===== config.mk =====
export PLATFORM = sky130hd
export DESIGN_NAME = aud_dsp_player
export DESIGN_NICKNAME = d
export VERILOG_FILES = /design/src/rtl/aud_dsp_player.sv
export SDC_FILE = /design/constraint.sdc
export NUM_CORES = 1
export LEC_CHECK = 0
export BUFFER_PORTS_ARGS = -buffer_cell sky130_fd_sc_hd__buf_2
export CORE_MARGIN = 3
export CORE_UTILIZATION = 45
export CTS_CLUSTER_SIZE = 10
export DETAILED_ROUTE_END_ITERATION = 8
export SYNTH_ARGS = -nofsm -noshare
export SYNTH_HDL_FRONTEND = slang
export SYNTH_SLANG_ARGS = --single-unit

===== constraint.sdc =====
create_clock -name i_clk -period 6.5 [get_ports i_clk]
set_input_delay 0.65 -clock i_clk [delete_from_list [all_inputs] [get_ports i_clk]]
set_output_delay 0.65 -clock i_clk [all_outputs]
set_load 0.05 [all_outputs]

===== src/rtl/aud_dsp_player.sv =====
// Playback DSP: one SRAM fetch per DAC frame, variable rate, hold or linear (AUD_DSP_LINEAR_EN) slow modes.
// Output at tick+3 (hold/fast) or tick+DATA_W+RW+4 (linear); ticks outside WAIT are dropped, no backpressure.
module aud_dsp_player #(
  parameter int DATA_W   = 16,
  parameter int ADDR_W   = 20,
  parameter int MAX_RATE = 8,
  localparam int RW      = $clog2(2*MAX_RATE-1)
) (
  input  logic              i_clk,
  input  logic              i_rst_n,
  input  logic              i_start,
  input  logic              i_pause,
  input  logic              i_stop,
  input  logic              i_rate_up,
  input  logic              i_rate_dn,
  input  logic              i_interp,
  input  logic              i_daclrck,
  input  logic [ADDR_W-1:0] i_end_addr,
  input  logic [DATA_W-1:0] i_sram_data,
  output logic [ADDR_W-1:0] o_sram_addr,
  output logic [DATA_W-1:0] o_dac_data,
  output logic [RW-1:0]     o_rate,
  output logic              o_playing,
  output logic              o_done
);

  localparam logic [2:0] S_IDLE   = 3'd0;
  localparam logic [2:0] S_WAIT   = 3'd1;
  localparam logic [2:0] S_FETCH0 = 3'd2;
  localparam logic [2:0] S_FETCH1 = 3'd3;
  localparam logic [2:0] S_CALC   = 3'd4;
  localparam logic [2:0] S_PAUSE  = 3'd5;

  localparam logic [RW-1:0] RATE_MID = RW'(MAX_RATE-1);
  localparam logic [RW-1:0] RATE_MAX = RW'(2*MAX_RATE-2);

  logic [2:0]        state;
  logic              lr_q, tick, playing, done, reuse;
  logic [RW-1:0]     rate, rate_l, p, p_nx;
  logic [ADDR_W-1:0] addr, sram_addr;
  logic [DATA_W-1:0] dac, s0, div_res;
  logic              fast, last, lin_go, div_done, commit, rate_inc, rate_dec;
  logic [RW:0]       d_l, p_inc;
  logic [ADDR_W:0]   k_l, addr_nx;

  assign tick     = lr_q & ~i_daclrck;
  assign playing  = (state == S_WAIT) || (state == S_FETCH0) ||
                    (state == S_FETCH1) || (state == S_CALC);
  assign rate_inc = i_rate_up & ~i_rate_dn & (rate != RATE_MAX);
  assign rate_dec = i_rate_dn & ~i_rate_up & (rate != '0);
  // A pause or stop in the commit cycle discards the result.
  assign commit   = ~i_stop & ~i_pause &
                    (((state == S_FETCH1) & ~lin_go) | div_done);

  // Rate parameters come from the code latched at the tick.
  always_comb begin
    d_l     = (RW+1)'(MAX_RATE) - {1'b0, rate_l};
    k_l     = {{(ADDR_W+1-RW){1'b0}}, rate_l} - (ADDR_W+1)'(MAX_RATE-2);
    p_inc   = {1'b0, p} + (RW+1)'(1);
    fast    = (rate_l >= RATE_MID);
    addr_nx = {1'b0, addr};
    p_nx    = '0;
    if (fast)
      addr_nx = {1'b0, addr} + k_l;
    else if (p_inc == d_l)
      addr_nx = {1'b0, addr} + (ADDR_W+1)'(1);
    else
      p_nx = p_inc[RW-1:0];
    last = addr_nx > {1'b0, i_end_addr};
  end

`ifdef AUD_DSP_LINEAR_EN
  localparam int PW = DATA_W + RW + 1;
  localparam int CW = $clog2(PW);

  logic [CW-1:0]        cnt;
  logic [PW-1:0]        q, q_in, q_nx, mag;
  logic [RW:0]          r, r_in, r_nx;
  logic [RW+1:0]        r_sh;
  logic signed [PW-1:0] num;
  logic [DATA_W-1:0]    s1;
  logic                 neg_q, ge;

  assign lin_go   = i_interp & ~fast;
  assign div_done = (state == S_CALC) && (cnt == CW'(PW-1));
  assign div_res  = neg_q ? -q_nx[DATA_W-1:0] : q_nx[DATA_W-1:0];

  // First CALC cycle forms the numerator and feeds it straight into step 0.
  always_comb begin
    s1   = reuse ? s0 : i_sram_data;
    num  = $signed({{(PW-DATA_W){s0[DATA_W-1]}}, s0}) * $signed(PW'(d_l - {1'b0, p}))
         + $signed({{(PW-DATA_W){s1[DATA_W-1]}}, s1}) * $signed(PW'(p));
    mag  = num[PW-1] ? unsigned'(-num) : unsigned'(num);
    q_in = (cnt == '0) ? mag : q;
    r_in = (cnt == '0) ? '0 : r;
    r_sh = {r_in, q_in[PW-1]};
    ge   = r_sh >= {1'b0, d_l};
    r_nx = ge ? (RW+1)'(r_sh - {1'b0, d_l}) : r_sh[RW:0];
    q_nx = {q_in[PW-2:0], ge};
  end

  always_ff @(posedge i_clk or negedge i_rst_n) begin
    if (!i_rst_n) begin
      cnt   <= '0;
      q     <= '0;
      r     <= '0;
      neg_q <= 1'b0;
    end else if (state == S_CALC) begin
      cnt <= cnt + CW'(1);
      q   <= q_nx;
      r   <= r_nx;
      if (cnt == '0) neg_q <= num[PW-1];
    end else begin
      cnt <= '0;
    end
  end
`else
  logic unused_nolin;
  assign lin_go       = 1'b0;
  assign div_done     = 1'b0;
  assign div_res      = '0;
  assign unused_nolin = ^{i_interp, reuse, s0};
`endif

  always_ff @(posedge i_clk or negedge i_rst_n) begin
    if (!i_rst_n) begin
      state     <= S_IDLE;
      lr_q      <= 1'b0;
      rate      <= RATE_MID;
      rate_l    <= RATE_MID;
      addr      <= '0;
      p         <= '0;
      sram_addr <= '0;
      dac       <= '0;
      s0        <= '0;
      reuse     <= 1'b0;
      done      <= 1'b0;
    end else begin
      lr_q <= i_daclrck;
      done <= 1'b0;
      case (state)
        S_IDLE: if (i_start) begin
          state     <= S_WAIT;
          addr      <= '0;
          p         <= '0;
          sram_addr <= '0;
        end
        S_WAIT: if (tick) begin
          state     <= S_FETCH0;
          rate_l    <= rate;
          sram_addr <= addr;
        end
        S_FETCH0: begin
          state <= S_FETCH1;
          reuse <= (addr == i_end_addr);
          if (addr != i_end_addr) sram_addr <= addr + ADDR_W'(1);
        end
        S_FETCH1: begin
          s0 <= i_sram_data;
          if (lin_go) state <= S_CALC;
        end
        S_CALC: ;
        S_PAUSE: if (i_start) state <= S_WAIT;
        default: state <= S_IDLE;
      endcase

      if (commit) begin
        dac <= (state == S_CALC) ? div_res : i_sram_data;
        if (last) begin
          done      <= 1'b1;
          state     <= S_IDLE;
          addr      <= '0;
          p         <= '0;
          sram_addr <= '0;
        end else begin
          state     <= S_WAIT;
          addr      <= addr_nx[ADDR_W-1:0];
          p         <= p_nx;
          sram_addr <= addr_nx[ADDR_W-1:0];
        end
      end

      if (rate_inc) begin
        rate <= rate + RW'(1);
        p    <= '0;
      end else if (rate_dec) begin
        rate <= rate - RW'(1);
        p    <= '0;
      end

      if (i_stop) begin
        state     <= S_IDLE;
        addr      <= '0;
        p         <= '0;
        sram_addr <= '0;
      end else if (i_pause && playing) begin
        state <= S_PAUSE;
      end
    end
  end

  assign o_sram_addr = sram_addr;
  assign o_dac_data  = dac;
  assign o_rate      = rate;
  assign o_playing   = playing;
  assign o_done      = done;

endmodule


-- Word level (Yosys, flattened, before mapping)
Cells that the tools add are included.
- register bits: 73
- bits of input ports: 45
- output and inout bits: 42
- add/sub/neg operators: 8
- magnitude comparators: 2
- equal/unequal tests: 14
- mux-type cells: 33
- bitwise operators: 12
- reductions and logical operators: 19
- operators by type and width (operator ; count):
    20-bit 2-to-1 mux ; 9
    20-bit one-hot mux with 3 select lines ; 1
    4-bit 2-to-1 mux ; 11
    21-bit 2-to-1 mux ; 2
    20-bit by 1-bit adder with 21-bit output, second input constant ; 1
    20-bit by 21-bit adder with 21-bit output ; 1
    21-bit by 20-bit > comparator with 1-bit output ; 1
    20-bit by 1-bit adder with 20-bit output, second input constant ; 1
    20-bit inequality test ; 1
    16-bit 2-to-1 mux ; 1
    3-bit 2-to-1 mux ; 5
    5-bit nonzero test ; 3
    4-bit inequality test, second input constant ; 3
    3-bit one-hot mux with 4 select lines ; 1
    1-bit bitwise AND ; 7
    3-bit by 2-bit equality test with 1-bit output, second input constant ; 2
    3-bit equality test, second input constant ; 2
    2-bit AND reduction ; 3
    3-bit nonzero test ; 2
    4-bit by 1-bit adder with 5-bit output, second input constant ; 1
    5-bit equality test ; 1
    5-bit by 1-bit inequality test with 1-bit output, second input constant ; 1
    5-bit by 4-bit inequality test with 1-bit output, second input constant ; 1
    1-bit NOT ; 5
    other kinds (17) ; 22

-- Longest topological paths before layout
Gate-level depths: netlist of run 1.
- depth in word-level cells: 10
- depth in mapped cells: 21
- depth with buffers taken out: 19

-- Least setup slack after synthesis of run 1
No wires, ideal clock.
- kind: register to register
- start: register rate_l[3]
- end: register sram_addr[18], in the netlist o_sram_addr[18]
- setup time: 0.074 ns
- data arrival time: 5.205 ns
- data required time: 6.426 ns
- setup slack: 1.222 ns
- cell stages (with the launch flop): 20
- buffers on the path: 2
- clock period less this slack: 5.278 ns
- path through: dfrtp_1 -> buf_4 -> a21oi_1 -> ha_1 -> a21oi_1 -> o21ai_0 -> o31ai_1 -> o21ai_0 -> a31o_2 -> a221oi_1 -> ha_1 -> o21a_1 -> o21ai_0 -> nand2b_1 -> a21oi_1 -> nor2_1 -> o41a_4 -> buf_6 -> a2111o_1 -> a21oi_2
- longest elaborated chain between the ends: 8
- elaborated cells on any way between the ends: 11
- RTL lines (what ; line ; text):
    from (decl) ; 39 ; logic [RW-1:0] rate, rate_l, p, p_nx;
    from (signal assigned) ; 150 ; rate_l <= rate;
    parallel branches: the longest is 3 deep, another holds 20-bit by 21-bit adder with 21-bit output ; n/a ;
    21-bit 2-to-1 mux * ; 63 ; if (fast)
    21-bit by 20-bit > comparator with 1-bit output ; 69 ; last = addr_nx > {1'b0, i_end_addr};
    20-bit 2-to-1 mux * ; 169 ; if (last) begin
    20-bit 2-to-1 mux * ; 167 ; if (commit) begin
    20-bit 2-to-1 mux * ; 191 ; if (i_stop) begin
    to (signal assigned) ; 151 ; sram_addr <= addr;
    to (signal assigned) ; 156 ; if (addr != i_end_addr) sram_addr <= addr + ADDR_W'(1);
    to (signal assigned) ; 179 ; sram_addr <= addr_nx[ADDR_W-1:0];
    to (decl) ; 40 ; logic [ADDR_W-1:0] addr, sram_addr;
Mark *: on every way between the ends.
A chain may end at the register's enable or synchronous reset.

-- Final worst setup path of run 1
- start: register rate_l[1]
- end: register sram_addr[15], in the netlist o_sram_addr[15]
Same word-level chain as after synthesis.

==> run_results.csv, run 1 <==
group,metric,value,unit
run_status,status,"completed",
worst_setup_path,worst-setup-path-type,"reg2reg",
worst_setup_path,max_stage_delay,590,ps
clocking,cts-buffers-inserted,9,
clocking,cts-resized-gates,0,
drt,routed-via-count,6079,
sta,finalSetupViolations,0,
pwr,power_density,451,nW/um^2
global_routing,gr-usage-met2,35.9,%
sta,final.period_utilization,89.4,%
logic_synthesis,netlist_instances,778,
global_routing,antenna_found_initial,0,
worst_setup_path,worstPathRequired,6770,ps
pwr,power_leakage,3.46,nW
pwr,intPower,0.00154,W
logic_synthesis,synth.cells.most_frequent,"sky130_fd_sc_hd__nand2_1 (111), sky130_fd_sc_hd__dfrtp_1 (67), sky130_fd_sc_hd__o21ai_0 (61), sky130_fd_sc_hd__nor2_1 (56), sky130_fd_sc_hd__a21oi_1 (50)",
global_routing,grt_start_max_net_pins,74,
floorplanning,ioPinCount,87,
placed_design,gp_congestion,0.952,
global_routing,wire_length_of_the_first_global_routing_pass,30700,um
logic_synthesis,synth.distinct_cells,80,
pwr,switching_share,52.2,%
drt,finalWirelength,19300,um
drt,drtAntennaViolNets,0,
logic_synthesis,synth-seq-cells,73,
global_routing,gr-usage-met1,37.2,%
logic_synthesis,syn_area_per_cell,8.14,um^2
sta,finalHoldViolations,0,
clocking,post_cts_hold_buffer_count,0,
logic_synthesis,synth_enable_flop_cells,0,
logic_synthesis,synth_async_sr_flop_share,100,%
floorplanning,fp.coreArea,13500,um^2
clocking,clk_latency,340,ps
min_path,min-delay-path-class,"in2reg",
clocking,ctsRootBufferMaster,"sky130_fd_sc_hd__clkbuf_16",
finish,layout-drive-gt1-share,17.2,%
logic_synthesis,mappedNetlistNets,874,
worst_setup_path,worst_path_dominant_cell_family,"compound AO/OA/AOI/OAI gates",
worst_setup_path,slowest_cell_on_the_critical_path,"sky130_fd_sc_hd__dfstp_2",
logic_synthesis,synth_top_area_share,26.5,%
logic_synthesis,synthesis.yosys.warnings,0,
clocking,tritoncts,"built",
pwr,net-switching-power,0.00168,W
global_routing,gr-usage-all-layers,24.6,%
sta,grt_setup_unrepaired,"false",
drt,detailedRoute.firstIterationViolations,469,
floorplanning,die_height,125,um
logic_synthesis,synthMostInstantiatedCell,"sky130_fd_sc_hd__nand2_1",
logic_synthesis,ys_top_cells_by_area,"sky130_fd_sc_hd__dfrtp_1 (26%), sky130_fd_sc_hd__ha_1 (9.7%), sky130_fd_sc_hd__nand2_1 (6.6%)",
drt,viasPerCell,5.97,
clocking,cts.htree.levels,3,
finish,number_of_diodes_added_for_antenna_fixing,0,
sta,hold_slack,427,ps
logic_synthesis,yosysSeqAreaShare,29.0,%
sta,timing_max_transition_violations_final,0,
placed_design,placement.io_buffers,85,
floorplanning,die_width,125,um
sta,fin_setup_tns,0,ps
drt,routed_wire_length_per_instance,18.9,um
clocking,clock_path_buffers,2,
sta,worst-slew-pin-transition,1130,ps
global_routing,grt_busiest_layer,"met1",
pwr,power_frac_clock,15.5,%
sta,skew,11.2,ps
logic_synthesis,synth_flop_cell,"sky130_fd_sc_hd__dfrtp_1",
drt,drt_first_pass_iters,6,
floorplanning,design.die.area,15500,um^2
logic_synthesis,post_synth_instance_area,6330,um^2
clocking,worst_setup_hold_path_clk_slew,60,ps
global_routing,grt_overflow,0,
floorplanning,start_util,46.9,%
sta,period_minus_slack,5810,ps
pwr,p_comb_share,62.2,%
global_routing,grtUsageMet3,3.60,%
pwr,power.sequential.fraction,22.2,%
finish,final.fill_count,1298,
worst_setup_path,timing.critical_path.to_type,"flop",
worst_setup_path,crit_chain,"inv_1 > ha_1 > ha_1 > o211ai_1 > o21ai_0 > o31ai_1 > o21ai_0 > a31o_2 > a221oi_1 > ha_1 > o21a_1 > o21ai_0 > nand2b_1 > a21oi_1 > nor2_1 > o41a_4 > a211oi_1 > o221a_2",
clocking,cts.sink_count,73,
pwr,power.ir.vdd_worst,0.274,mV
clocking,postCtsSetupBuffers,0,
finish,syn2layout_area_growth,12.8,%
placed_design,dp_hpwl,14600,um
sta,fmaxAchievable,172,MHz
sta,timing.slew.headroom,24.6,%
worst_setup_path,critical_path.startpoint_type,"flop",
worst_setup_path,critical_path_maximum_fanout,16,
global_routing,vias_in_the_first_global_route,5707,
drt,route.detailed.drc,0,
worst_setup_path,crit_buf_inv,1,
worst_setup_path,cp_data_arrival_time,6080,ps
flow_run,drv.max_cap_violation_count,0,
logic_synthesis,post-synth-top-area-cell,"sky130_fd_sc_hd__dfrtp_1",
finish,finish.net_count,934,
floorplanning,placement_rows,42,
## per-stage QoR
step / util, % / power (W) / cells / area, um^2 / setup slack, ps
after floorplan: - / 0.00220 / 778 / 6330 / 1220
after global placement: 50.8 / 0.00266 / 1003 / 6860 / 893
after detailed placement: 50.8 / 0.00270 / 1003 / 6860 / 791
after CTS: 52.9 / 0.00321 / 1019 / 7150 / 718
after global routing: 52.9 / 0.00347 / 1019 / 7150 / 347
final: 52.9 / 0.00323 / 1019 / 7150 / 690
## layer usage
metal  up-vias  wire length [um]
li1       2925                 -
met1      2884              9190
met2       229              8290
met3        41              1350
met4         0               444
met5         -                 0
## power by group through the flow
stage	Sequential (W)	Clock, W	Combinational [W]
3_5_place_dp	0.000722	0	0.00198
3_3_place_gp	0.000716	0	0.00195
4_1_cts	0.000716	0.000506	0.00199
2_1_floorplan	0.00103	0	0.00117
5_1_grt	0.000741	0.000530	0.00219
6_report	0.000716	0.000501	0.00201
## state kept, by name, summed over array words and instances, names as in the netlist
name         count
o_done           1
addr            20
o_rate           4
lr_q             1
state            3
o_dac_data      16
o_sram_addr     20
rate_l           4
p                4
## cells in the final DEF (no fill, tap or decap), drive strengths merged, types with 11 or more instances in the layout
cell / n
a211oi: 12
a21oi: 52
buf: 97
clkbuf: 12
dfrtp: 67
ha: 49
inv: 35
nand2: 111
nand3: 14
nand4: 22
nor2: 56
nor3: 15
nor4: 11
o21ai: 63
xnor2: 29
xor2: 34
## cell families (layout without fill, tap and decap cells)
kind of cell | after synthesis | after routing | share of synthesized area [%]
XOR/XNOR | 63 | 63 | 8.71
multiplexers | 15 | 15 | 2.47
adder cells (fa/ha/maj) | 52 | 52 | 10.5
AND/OR/NAND/NOR | 280 | 280 | 21.4
AO/OA/AOI/OAI | 212 | 212 | 22.4
flip-flops | 73 | 73 | 29.0
buffers and inverters | 83 | 148 | 5.61
## worst paths after layout
check	start	end	slack, ps	cells past startpoint
worst min-delay path	i_daclrck	lr_q$_DFF_PN0_	430	1
max in group asynchronous	i_rst_n	p[0]$_DFFE_PN0P_	5420	1
worst min register to register	o_dac_data[9]$_DFFE_PN0P_	o_dac_data[9]$_DFFE_PN0P_	470	2
worst max-delay path	rate_l[1]$_DFFE_PN1P_	o_sram_addr[15]$_DFFE_PN0P_	690	18
min in group asynchronous	i_rst_n	o_sram_addr[10]$_DFFE_PN0P_	440	1
worst max register to register	rate_l[1]$_DFFE_PN1P_	o_sram_addr[15]$_DFFE_PN0P_	690	18
## layout make-up
class / instances / area, um^2 / area share (%)
Multi-Input combinational cell: 622 / 4150 / 58.1
Clock buffer: 12 / 246 / 3.45
Timing Repair Buffer: 97 / 518 / 7.25
Sequential cell: 73 / 1830 / 25.7
Clock inverter: 4 / 45.0 / 0.630
Tap cell: 176 / 220 / 3.08
Inverter: 35 / 131 / 1.84
Power figures use the tool's default switching activity.
==> inputs of run 2 (changes only) <==
==> constraint.sdc (replaced) <==
create_clock -name i_clk -period 6.5 [get_ports i_clk]
set_input_delay 1.3 -clock i_clk [delete_from_list [all_inputs] [get_ports i_clk]]
set_output_delay 1.3 -clock i_clk [all_outputs]
set_load 0.05 [all_outputs]
==> run 2 against run 1 <==
Effect of this change: worst setup slack worse by 120 ps; wire length decreased by 0.42%; die area unchanged; fmax shrank 2.1%; first-iteration DRC count up 1.7%; via count decreased by 1.9%; global-route usage grew 0.14 points; register-to-register slack lost 120 ps; utilization rose by 0.23 points; critical path type unchanged; highest routed layer unchanged.
==> run_results.csv, run 2 (same netlist as run 1, synthesis figures left out) <==
group,metric,value,unit
run_status,status,"completed",
finish,layoutNonFillerInstCount,1018,
worst_setup_path,cp_data_arrival_time,6220,ps
sta,grt_setup_unrepaired,"false",
placed_design,gp_congestion,0.940,
worst_setup_path,max_stage_delay,600,ps
pwr,power.sequential.fraction,21.9,%
drt,routed_wire_length_per_instance,18.9,um
drt,drtAntennaViolNets,0,
global_routing,vias_in_the_first_global_route,5674,
placed_design,dp_hpwl,14400,um
pwr,power_leakage,3.46,nW
flow_run,drv.max_cap_violation_count,0,
floorplanning,ioPinCount,87,
finish,post-route-cell-area,7180,um^2
drt,finalWirelength,19200,um
placed_design,placement.io_buffers,85,
finish,layout.cells.most_common_list,"sky130_fd_sc_hd__nand2_1 (111), sky130_fd_sc_hd__buf_2 (84), sky130_fd_sc_hd__dfrtp_1 (67)",
drt,routed-via-count,5962,
finish,layout-drive-gt1-share,17.2,%
pwr,power.ir.vdd_worst,0.246,mV
floorplanning,start_util,46.9,%
drt,viasPerCell,5.86,
sta,fin_setup_tns,0,ps
floorplanning,design.die.area,15500,um^2
worst_setup_path,worst_path_dominant_cell_family,"compound AO/OA/AOI/OAI gates",
global_routing,gr-usage-all-layers,24.7,%
sta,skew,8.01,ps
worst_setup_path,crit_buf_inv,1,
clocking,worst_setup_hold_path_clk_slew,60,ps
worst_setup_path,slowest_cell_on_the_critical_path,"sky130_fd_sc_hd__dfstp_2",
pwr,power_density,455,nW/um^2
min_path,min-delay-path-class,"reg2reg",
floorplanning,placement_rows,42,
clocking,cts-buffers-inserted,9,
global_routing,grt_start_max_net_pins,74,
sta,worst-slew-pin-transition,1100,ps
sta,finalSetupViolations,0,
clocking,tritoncts,"built",
pwr,switching_share,51.8,%
drt,route.detailed.drc,0,
worst_setup_path,critical_path_maximum_fanout,16,
global_routing,grt_overflow,0,
placed_design,dp_cells,1002,
sta,timing_max_transition_violations_final,0,
global_routing,antenna_found_initial,0,
worst_setup_path,worst-setup-path-type,"reg2reg",
sta,finalHoldViolations,0,
worst_setup_path,timing.critical_path.to_type,"flop",
pwr,power_frac_clock,16.6,%
sta,timing.slew.headroom,26.4,%
floorplanning,die_height,125,um
pwr,p_comb_share,61.5,%
drt,detailedRoute.firstIterationViolations,477,
placed_design,placement.cell_area,6850,um^2
clocking,cts.sink_count,73,
clocking,cts-resized-gates,0,
finish,syn2layout_area_growth,13.3,%
drt,drt_first_pass_iters,5,
sta,period_minus_slack,5930,ps
pwr,net-switching-power,0.00169,W
sta,final.period_utilization,91.3,%
worst_setup_path,crit_chain,"inv_1 > ha_1 > ha_1 > o211ai_1 > o21ai_0 > o31ai_1 > o21ai_0 > a31o_2 > a221oi_1 > ha_1 > o21a_1 > o21ai_0 > nand2b_1 > a21oi_1 > nor2_1 > o41a_4 > a211oi_1 > o221a_2",
clocking,cts.htree.levels,3,
worst_setup_path,worstPathRequired,6780,ps
finish,finish.net_count,933,
clocking,post_cts_hold_buffer_count,0,
floorplanning,die_width,125,um
clocking,ctsRootBufferMaster,"sky130_fd_sc_hd__clkbuf_16",
floorplanning,fp.coreArea,13500,um^2
clocking,postCtsSetupBuffers,0,
sta,fmaxAchievable,169,MHz
finish,layout.cells.most_common,"sky130_fd_sc_hd__nand2_1",
pwr,intPower,0.00157,W
finish,number_of_diodes_added_for_antenna_fixing,0,
global_routing,wire_length_of_the_first_global_routing_pass,30700,um
clocking,clock_path_buffers,2,
clocking,clk_latency,340,ps
worst_setup_path,critical_path.startpoint_type,"flop",
-- run 2: cell count changes in the layout (fill, tap and decap cells not counted), sizes merged --
cell	previous run	this run
clkbuf	12	10
buf	97	96
bufinv	1	2
clkinv	3	2
clkinvlp	0	1
inv	35	36
-- run 2: power groups by stage --
stage,combinational (W),clock [W],sequential [W]
floorplan,0.00117,0,0.00103
global placement,0.00195,0,0.000714
CTS,0.00199,0.000554,0.000714
detailed placement,0.00197,0,0.000719
global route,0.00221,0.000576,0.000737
finish,0.00201,0.000542,0.000715
-- run 2: cell type report --
type | count | area (um^2)
fill | 1273 | 6330
multi-input combinational | 622 | 4160
sequential | 73 | 1830
timing repair buffer | 96 | 510
clock buffer | 10 | 229
tap | 176 | 220
inverter | 35 | 131
clock inverter | 6 | 90.1
-- run 2: worst paths after layout --
kind                                                start                          end  slack (ps)  depth (start not counted)
worst max register to register      rate_l[1]$_DFFE_PN1P_  o_sram_addr[15]$_DFFE_PN0P_         570                         18
worst max-delay path                rate_l[1]$_DFFE_PN1P_  o_sram_addr[15]$_DFFE_PN0P_         570                         18
max in group asynchronous                         i_rst_n             p[3]$_DFFE_PN0P_        4790                          1
min in group asynchronous                         i_rst_n  o_sram_addr[11]$_DFFE_PN0P_        1100                          1
worst min register to register  o_dac_data[6]$_DFFE_PN0P_    o_dac_data[6]$_DFFE_PN0P_         480                          2
worst min-delay path            o_dac_data[6]$_DFFE_PN0P_    o_dac_data[6]$_DFFE_PN0P_         480                          2
-- run 2: worst register-to-register path, stage by stage (launching register included) --
cell,delay (ps)
sky130_fd_sc_hd__dfstp_2,600
sky130_fd_sc_hd__inv_1,100
sky130_fd_sc_hd__ha_1,310
sky130_fd_sc_hd__ha_1,340
sky130_fd_sc_hd__o211ai_1,180
sky130_fd_sc_hd__o21ai_0,210
sky130_fd_sc_hd__o31ai_1,580
sky130_fd_sc_hd__o21ai_0,320
sky130_fd_sc_hd__a31o_2,320
sky130_fd_sc_hd__a221oi_1,470
sky130_fd_sc_hd__ha_1,350
sky130_fd_sc_hd__o21a_1,190
sky130_fd_sc_hd__o21ai_0,160
sky130_fd_sc_hd__nand2b_1,100
sky130_fd_sc_hd__a21oi_1,220
sky130_fd_sc_hd__nor2_1,160
sky130_fd_sc_hd__o41a_4,500
sky130_fd_sc_hd__a211oi_1,510
sky130_fd_sc_hd__o221a_2,290
-- run 2: per-stage QoR --
stage	utilization [%]	total power, W	setup slack [ps]	hold slack, ps
final	53.1	0.00326	567	479
after CTS	53.1	0.00325	408	484
after floorplan	-	0.00220	1220	476
after global placement	50.7	0.00266	451	458
after detailed placement	50.7	0.00269	439	470
after global routing	53.1	0.00352	135	508
-- run 2: routing by layer --
layer / GRT usage, % / routed length (um) / vias up
li1: - / - / 2915
met1: 37.1 / 9240 / 2823
met2: 36.0 / 8280 / 194
met3: 4.50 / 1290 / 30
met4: 7.48 / 391 / 0
met5: 0 / 0 / -
